[src/rtl/s2p_debounce.sv]
// Per-bit debounce filter for the serial-to-parallel expander word.
// Produces change pulses, sticky rise/fall events and a level interrupt.
module s2p_debounce #(
   parameter int              NBIT    = 64,
   parameter int              DEB_CNT = 3,
   parameter logic [NBIT-1:0] RST_VAL = '0
) (
   input  logic            clk,
   input  logic            rst_n,
   input  logic            tick,
   input  logic            din_vld,
   input  logic [NBIT-1:0] din,
   input  logic [NBIT-1:0] rise_en,
   input  logic [NBIT-1:0] fall_en,
   input  logic [NBIT-1:0] evt_clr,
   output logic [NBIT-1:0] dout,
   output logic [NBIT-1:0] chg_pulse,
   output logic [NBIT-1:0] evt_rise,
   output logic [NBIT-1:0] evt_fall,
   output logic            irq
);

   localparam int CW = (DEB_CNT > 1) ? $clog2(DEB_CNT + 1) : 1;
   localparam logic [CW-1:0] LAST = CW'(DEB_CNT - 1);
   localparam logic [CW-1:0] ONE  = CW'(1);

   logic [NBIT-1:0][CW-1:0] cnt_q, cnt_d;
   logic [NBIT-1:0]         dout_q, dout_d;
   logic [NBIT-1:0]         chg_q, chg_d;
   logic [NBIT-1:0]         rise_q, rise_d;
   logic [NBIT-1:0]         fall_q, fall_d;
   logic                    irq_q;
   logic                    upd;

   assign upd = tick & din_vld;

   always_comb begin
      dout_d = dout_q;
      cnt_d  = cnt_q;
      chg_d  = '0;
      if (upd) begin
         for (int i = 0; i < NBIT; i++) begin
            if (din[i] == dout_q[i]) begin
               cnt_d[i] = '0;
            end else if (cnt_q[i] == LAST) begin
               dout_d[i] = din[i];
               cnt_d[i]  = '0;
               chg_d[i]  = 1'b1;
            end else begin
               cnt_d[i] = cnt_q[i] + ONE;
            end
         end
      end
   end

   // Events set on the same edge dout changes; a set beats a clear.
   assign rise_d = (rise_q & ~evt_clr) | (chg_d & dout_d & rise_en);
   assign fall_d = (fall_q & ~evt_clr) | (chg_d & ~dout_d & fall_en);

   always_ff @(posedge clk or negedge rst_n) begin
      if (!rst_n) begin
         cnt_q  <= '0;
         dout_q <= RST_VAL;
         chg_q  <= '0;
         rise_q <= '0;
         fall_q <= '0;
         irq_q  <= 1'b0;
      end else begin
         cnt_q  <= cnt_d;
         dout_q <= dout_d;
         chg_q  <= chg_d;
         rise_q <= rise_d;
         fall_q <= fall_d;
         irq_q  <= |(rise_q | fall_q);
      end
   end

   assign dout      = dout_q;
   assign chg_pulse = chg_q;
   assign evt_rise  = rise_q;
   assign evt_fall  = fall_q;
   assign irq       = irq_q;

endmodule

[config.mk]
export PLATFORM = sky130hd
export DESIGN_NAME = s2p_debounce
export DESIGN_NICKNAME = d
export VERILOG_FILES = /design/src/rtl/s2p_debounce.sv
export SDC_FILE = /design/constraint.sdc
export NUM_CORES = 1
export LEC_CHECK = 0
export BUFFER_PORTS_ARGS = -buffer_cell sky130_fd_sc_hd__buf_2
export CAP_MARGIN = 20
export CORE_AREA = 2 2 199 201
export DETAILED_ROUTE_END_ITERATION = 10
export DIE_AREA = 0 0 201 203
export PLACE_DENSITY_LB_ADDON = 0.2
export RECOVER_POWER = 25
export SLEW_MARGIN = 10
export SYNTH_ARGS = -nofsm -noshare
export SYNTH_HDL_FRONTEND = slang
export SYNTH_SLANG_ARGS = --single-unit
[constraint.sdc]
create_clock -name clk -period 1.9 [get_ports clk]
set_clock_uncertainty 0.15 [all_clocks]
set_input_delay 0.38 -clock clk [delete_from_list [all_inputs] [get_ports clk]]
set_output_delay 0.38 -clock clk [all_outputs]
set_load 0.1 [all_outputs]
==> results.json, run 1 <==
{
  "p_leak_uw": 0.0124,
  "area_growth_pct": 52.3,
  "post-route-period-util": 0.995,
  "drt_first_pass_iters": 7,
  "layout.cells.non_filler": 2715,
  "dp_hpwl_um": 37300,
  "slew_headroom": 0.426,
  "synth_cells": 1245,
  "hold_depth": 3,
  "grt_pass1_wl_um": 82400,
  "io-pin-count": 517,
  "routed_via_density": 5.20,
  "cts_sinks": 385,
  "fin_nets": 2423,
  "whs_ns": 0.140,
  "rr_worst_depth": 4,
  "routedWlPerCell_um": 19.8,
  "dieArea_mm2": 0.0408,
  "rows": 72,
  "reg2reg_slack_ns": 0.01,
  "worst_hold_startpoint": "tick",
  "grt_pass1_vias": 15114,
  "endpoint_kind": "register",
  "cts_buffers": 42,
  "cp-start-kind": "register",
  "finalHoldViolations": 0,
  "p_per_area_mw_per_mm2": 1360,
  "timing.rr.end": "evt_fall[7]$_DFF_PN0_",
  "clk_latency_ns": 0.55,
  "ir_worst_vdd_mv": 1.05,
  "p_int_uw": 19700,
  "critical_path_class": "reg -> reg",
  "die_x_um": 201,
  "synth-seq-cells": 385,
  "comb_power_share": 0.389,
  "io_buffers": 516,
  "start_util": 0.426,
  "swShare": 0.419,
  "postRouteAntennaNets": 0,
  "core-area_mm2": 0.0385,
  "die_y_um": 203,
  "drt-total-wl_um": 53900,
  "p_clk_frac": 0.248,
  "path_max_fanout": 3,
  "synth_warnings": 0,
  "worst_slew_pin_slew_ns": 0.861,
  "yosysTopAreaCellShare": 0.588,
  "cts_buffer_depth": 3,
  "syn-num-nets": 1505,
  "synth.avg_cell_area_um2": 13.2,
  "yosysTopAreaCell": "dfrtp_1",
  "min_to": "cnt_q[25]$_DFFE_PN0N_",
  "grt_start_max_net_pins": 85,
  "min_period_ns": 1.89,
  "finalSetupTns_ns": 0,
  "r2r_start": "cnt_q[14]$_DFFE_PN0N_",
  "cap_violations": 0,
  "crit_chain": "nand3b_1 -> buf_4 -> o32ai_1 -> dlygate4sd3_1",
  "cts_root_buf": "clkbuf_16",
  "path_delay_family": "buffers and inverters",
  "clk_pin_slew_ns": 0.06,
  "switching_power_uw": 14200,
  "slowest_delay_ns": 0.60,
  "drive_above_1_share": 0.370,
  "vias": 14105,
  "globalRouteOverflowTotal": 0,
  "place_inst": 2364,
  "place.gp.congestion": 0.911,
  "slew_violations": 0,
  "fmaxAchievable_mhz": 529,
  "pwr-share-seq": 0.362,
  "worstHoldPathType": "in -> reg",
  "critPathBufInv": 2,
  "setup_viol": 0,
  "arrival_ns": 2.23,
  "cpMaxStageDelayCell": "dlygate4sd3_1",
  "cts_tree": "done",
  "synth_area_leaders": "dfrtp_1, mux2_2, nand3b_4",
  "status": "finished clean",
  "n_fill_cell": 2810,
  "drt_iter0_markers": 856,
  "htree_levels": 2,
  "grt_setup_unrepaired": "yes",
  "synthDistinctLibCells": 23,
  "post-route-drc-count": 0,
  "syn_area_mm2": 0.0164,
  "worstPathRequired_ns": 2.24,
  "grt.total_usage": 0.258,
  "power_uw": 33900,
  "antenna_found_initial": 1,
  "ys_seq_area_frac": 0.588
}
worst register-to-register path, stage by stage (launching register included):
cell and delay [ns]:
dfrtp_1 0.40, nand3b_1 0.21, buf_4 0.17, o32ai_1 0.29, dlygate4sd3_1 0.60
final cells by class:
type,instances,area (um2),area share
Sequential cell,385,9640,0.386
Multi-Input combinational cell,704,5750,0.231
Inverter,128,480,0.0193
Clock buffer,63,1290,0.0519
Antenna cell,1,2.50,0.000100
Timing Repair Buffer,902,6980,0.280
Tap cell,518,648,0.0260
Clock inverter,14,150,0.00602
what timing repair did:
item                                    4_1_cts  5_1_grt
hold endpoints to repair                    552        0
gates resized for setup                     217       47
gates cloned                                  0        0
hold buffers                                271        0
pin swaps                                     1        9
buffers inserted                              0        2
endpoints found under the setup margin      197       31
through the flow:
| step | area (um2) | utilization | setup slack [ns] |
|---|---|---|---|
| floorplan | 16400 | - | 0.0724 |
| global placement | 20500 | 0.534 | -0.471 |
| detailed placement | 20500 | 0.534 | -0.460 |
| CTS | 25300 | 0.658 | -0.117 |
| global route | 25000 | 0.649 | -0.102 |
| finish | 25000 | 0.649 | 0.0100 |
state kept, by name (all words and copies together), names as in the netlist:
register and count:
chg_pulse 64, cnt_q 128, dout 64, evt_fall 64
evt_rise 64, irq 1
routing by layer:
| metal | share of wire | wire [um] | GRT usage |
|---|---|---|---|
| met3 | 0.058 | 3130 | 0.0538 |
| met5 | 0 | 0 | 0 |
| met1 | 0.40 | 21300 | 0.309 |
| met4 | 0.046 | 2500 | 0.140 |
| met2 | 0.50 | 26900 | 0.439 |
cell usage after synthesis, drive strengths merged:
cell type and n:
and2 1, nor3 63, nor2 66, mux2 127, inv 128, nand2 84, a32o 48, nand4 8
buf 12, nor4 34, o32ai 80, dfrtp 385, a22o 64, xnor2 64, nand3b 64, o21ai 1
clkbuf 16
logic make-up after synthesis:
| logic type | share of synthesized area |
|---|---|
| compound gates | 0.107 |
| xor+xnor | 0.0342 |
| buf+inv | 0.0419 |
| flops | 0.588 |
| mux | 0.0965 |
| simple gates | 0.132 |
how the worst max path moves through the flow:
stage / startpoint / endpoint / slack [ns] / cells after the start
final: cnt_q[14]$_DFFE_PN0N_ / evt_fall[7]$_DFF_PN0_ / 0.01 / 4
after global placement: evt_fall[49]$_DFF_PN0_ / irq$_DFF_PN0_ / -0.47 / 5
after detailed placement: evt_fall[41]$_DFF_PN0_ / irq$_DFF_PN0_ / -0.46 / 5
after global routing: evt_fall[48]$_DFF_PN0_ / irq$_DFF_PN0_ / -0.10 / 5
after CTS: evt_rise[1]$_DFF_PN0_ / irq$_DFF_PN0_ / -0.12 / 5
after floorplan: evt_fall[56]$_DFF_PN0_ / irq$_DFF_PN0_ / 0.07 / 4
power by group through the flow:
stage | clock, uW | sequential (uW) | combinational [uW]
6_report | 8430 | 12300 | 13200
5_1_grt | 8960 | 12600 | 13800
4_1_cts | 8620 | 12300 | 13400
3_5_place_dp | 0 | 12400 | 12600
3_3_place_gp | 0 | 12300 | 12400
2_1_floorplan | 0 | 17800 | 4200
layout by cell type, fill, tap and decap left out, types with 18 or more instances in the layout:
cell type,synthesis,layout
dfrtp_1,385,380
buf_2,4,290
dlygate4sd3_1,0,271
buf_4,1,243
inv_1,128,128
mux2_2,87,86
nand2_1,84,83
o32ai_1,80,76
nor2_1,66,66
xnor2_1,64,64
a22o_1,64,64
nor3_1,63,63
nand3b_1,21,52
a32o_1,48,48
clkbuf_16,0,45
clkbuf_1,16,37
buf_6,0,36
mux2_1,0,23
nor4_1,34,20
mux2_4,40,18
buf_12,5,18
Power figures use the tool's default switching activity.
==> run 2: changes to the inputs <==
Settings changed: ABC_AREA set to 1, CORE_AREA 2 2 199 201 to 2 2 202 204, DIE_AREA 0 0 201 203 to 0 0 204 206.
==> run 2 against run 1 <==
The run now ends with negative hold slack, negative setup slack left. Largest cell class unchanged. Synthesized cell count grew 50%. Routed wire length down 1.4%. Critical endpoint is now evt_fall[58]$_DFF_PN0_. Sequential power decreased by 7%.
==> results.json, run 2 <==
{
  "synth_edf_count": 0,
  "drt_first_pass_iters": 5,
  "synth-seq-cells": 385,
  "layout_common_cells": "inv_1, dfrtp_1, buf_2",
  "synth_area_leaders": "dfrtp_1, inv_1, nand2_1",
  "critical_path_class": "reg -> reg",
  "path_max_fanout": 3,
  "worstHoldPathType": "in -> reg",
  "worstPathRequired_ns": 2.24,
  "syn-num-nets": 2126,
  "clk_latency_ns": 0.55,
  "yosysTopAreaCellShare": 0.560,
  "place.gp.congestion": 0.883,
  "finalHoldViolations": 3,
  "cts_tree": "done",
  "area_growth_pct": 51.2,
  "worst_hold_startpoint": "fall_en[56]",
  "synth_ff_type": "dfrtp_1",
  "antenna_found_initial": 3,
  "fmaxAchievable_mhz": 521,
  "synthDistinctLibCells": 27,
  "p_leak_uw": 0.0132,
  "top_register": "cnt_q",
  "post-route-drc-count": 0,
  "layout.cells.non_filler": 3317,
  "grt.total_usage": 0.243,
  "status": "finished with violations",
  "routed_via_density": 4.84,
  "grt_pass1_vias": 16193,
  "cts_buffers": 43,
  "setup_viol": 1,
  "cts_buffer_depth": 3,
  "slew_violations": 0,
  "globalRouteOverflowTotal": 0,
  "synth_warnings": 0,
  "die_x_um": 204,
  "layout_commonest_cell": "inv_1",
  "postLayoutCellArea_mm2": 0.0260,
  "io_buffers": 516,
  "grt_pass1_wl_um": 80900,
  "routedWlPerCell_um": 16.0,
  "arrival_ns": 2.26,
  "start_util": 0.428,
  "die_y_um": 206,
  "async_flop_share": 1.00,
  "r2r_start": "dout[58]$_DFF_PN0_",
  "synth_common_cells": "inv_1, dfrtp_1, nand2_1, nor2_1, nand3_1",
  "ys_seq_area_frac": 0.560,
  "cts_sinks": 385,
  "violations": "negative hold slack, negative setup slack",
  "n_fill_cell": 3139,
  "vias": 16057,
  "place_inst": 2924,
  "rows": 74,
  "syn_area_mm2": 0.0172,
  "dieArea_mm2": 0.0420,
  "largest_reg_flops": 128,
  "drt-total-wl_um": 53100,
  "cp-start-kind": "register",
  "p_per_area_mw_per_mm2": 1320,
  "worst_slew_pin_slew_ns": 0.827,
  "core-area_mm2": 0.0402,
  "drive_above_1_share": 0.304,
  "post-route-period-util": 1.01,
  "crit_path_start": "dout[58]$_DFF_PN0_",
  "drt_iter0_markers": 786,
  "endpoint_kind": "register",
  "fin_nets": 3014,
  "whs_ns": -0.0494,
  "fin_ws_ns": -0.0208,
  "min_period_ns": 1.92,
  "grt_setup_unrepaired": "yes",
  "clk_pin_slew_ns": 0.06,
  "yosysTopAreaCell": "dfrtp_1",
  "cts_root_buf": "clkbuf_16",
  "synth_cells": 1866,
  "synth.avg_cell_area_um2": 9.22,
  "ir_worst_vdd_mv": 1.00,
  "yosysMostFrequentCell": "inv_1",
  "cap_violations": 0,
  "dp_hpwl_um": 36100,
  "slew_headroom": 0.448,
  "io-pin-count": 517,
  "grt_start_max_net_pins": 80,
  "placed_cell_area_mm2": 0.0207,
  "postRouteAntennaNets": 0,
  "htree_levels": 2
}
[run 2: where the power goes]
| group | internal [uW] | switching, uW |
|---|---|---|
| clock network | 4700 | 3320 |
| logic | 4100 | 10700 |
| registers | 10200 | 1320 |
| total | 19000 | 15400 |
[run 2: timing repair]
item,in CTS,in global routing
resized for setup,160,133
setup buffers,0,30
endpoints found under the hold margin,565,17
hold buffers,298,17
pin swaps,0,30
setup endpoints to repair,157,89
[run 2: worst paths after layout]
path	end	slack (ns)	cells past startpoint
setup / recovery	evt_fall[58]$_DFF_PN0_	-0.02	6
hold / removal	evt_fall[56]$_DFF_PN0_	-0.05	3
setup reg to reg	evt_fall[58]$_DFF_PN0_	-0.02	6
hold reg to reg	cnt_q[76]$_DFFE_PN0N_	0.40	3
max in group asynchronous	cnt_q[32]$_DFFE_PN0N_	0.18	4
min in group asynchronous	dout[51]$_DFF_PN0_	0.31	2
[run 2: layout make-up]
cell class | instances | area (um2) | share of cell area
flip-flops and latches | 385 | 9630 | 0.370
well taps | 532 | 666 | 0.0256
clock inverters | 6 | 32.5 | 0.00125
multi-input cells | 1050 | 6350 | 0.244
clock buffers | 67 | 1310 | 0.0503
inverters | 403 | 1520 | 0.0584
diodes | 3 | 7.51 | 0.000289
repair buffers | 871 | 6500 | 0.250
[run 2: layer usage]
metal	vias up	track usage	wire, um
li1	7715	-	-
met1	7649	0.296	21300
met4	2	0.114	2130
met3	135	0.0462	3090
met5	-	0	13
met2	556	0.416	26600
[run 2: critical path, cell delays in order (launching register included)]
cell,delay [ns]
dfrtp_1,0.34
inv_1,0.06
or2_2,0.31
a21oi_4,0.17
nand3_1,0.09
o21ai_1,0.12
dlygate4sd3_1,0.61
[run 2: cell families (layout without fill, tap and decap cells)]
| kind of cell | after synthesis | after routing | share of synthesized area |
|---|---|---|---|
| simple gates | 666 | 666 | 0.188 |
| other cells | 0 | 3 | 0 |
| flops | 385 | 385 | 0.560 |
| xor+xnor | 29 | 29 | 0.0148 |
| buf+inv | 431 | 1347 | 0.0991 |
| mux | 5 | 5 | 0.00291 |
| compound gates | 350 | 350 | 0.136 |
[run 2: metrics by stage]
step	setup slack (ns)	setup TNS, ns	hold WS [ns]	total power (uW)	util
final	-0.0208	-0.0208	-0.0494	34400	0.647
after global routing	-0.0917	-0.384	0.00194	36200	0.647
after CTS	0.000168	0	0.00339	33800	0.633
after detailed placement	0.0437	0	0.115	24700	0.516
after global placement	0.0948	0	0.118	24400	0.516
after floorplan	0.00919	0	-0.0656	21800	-
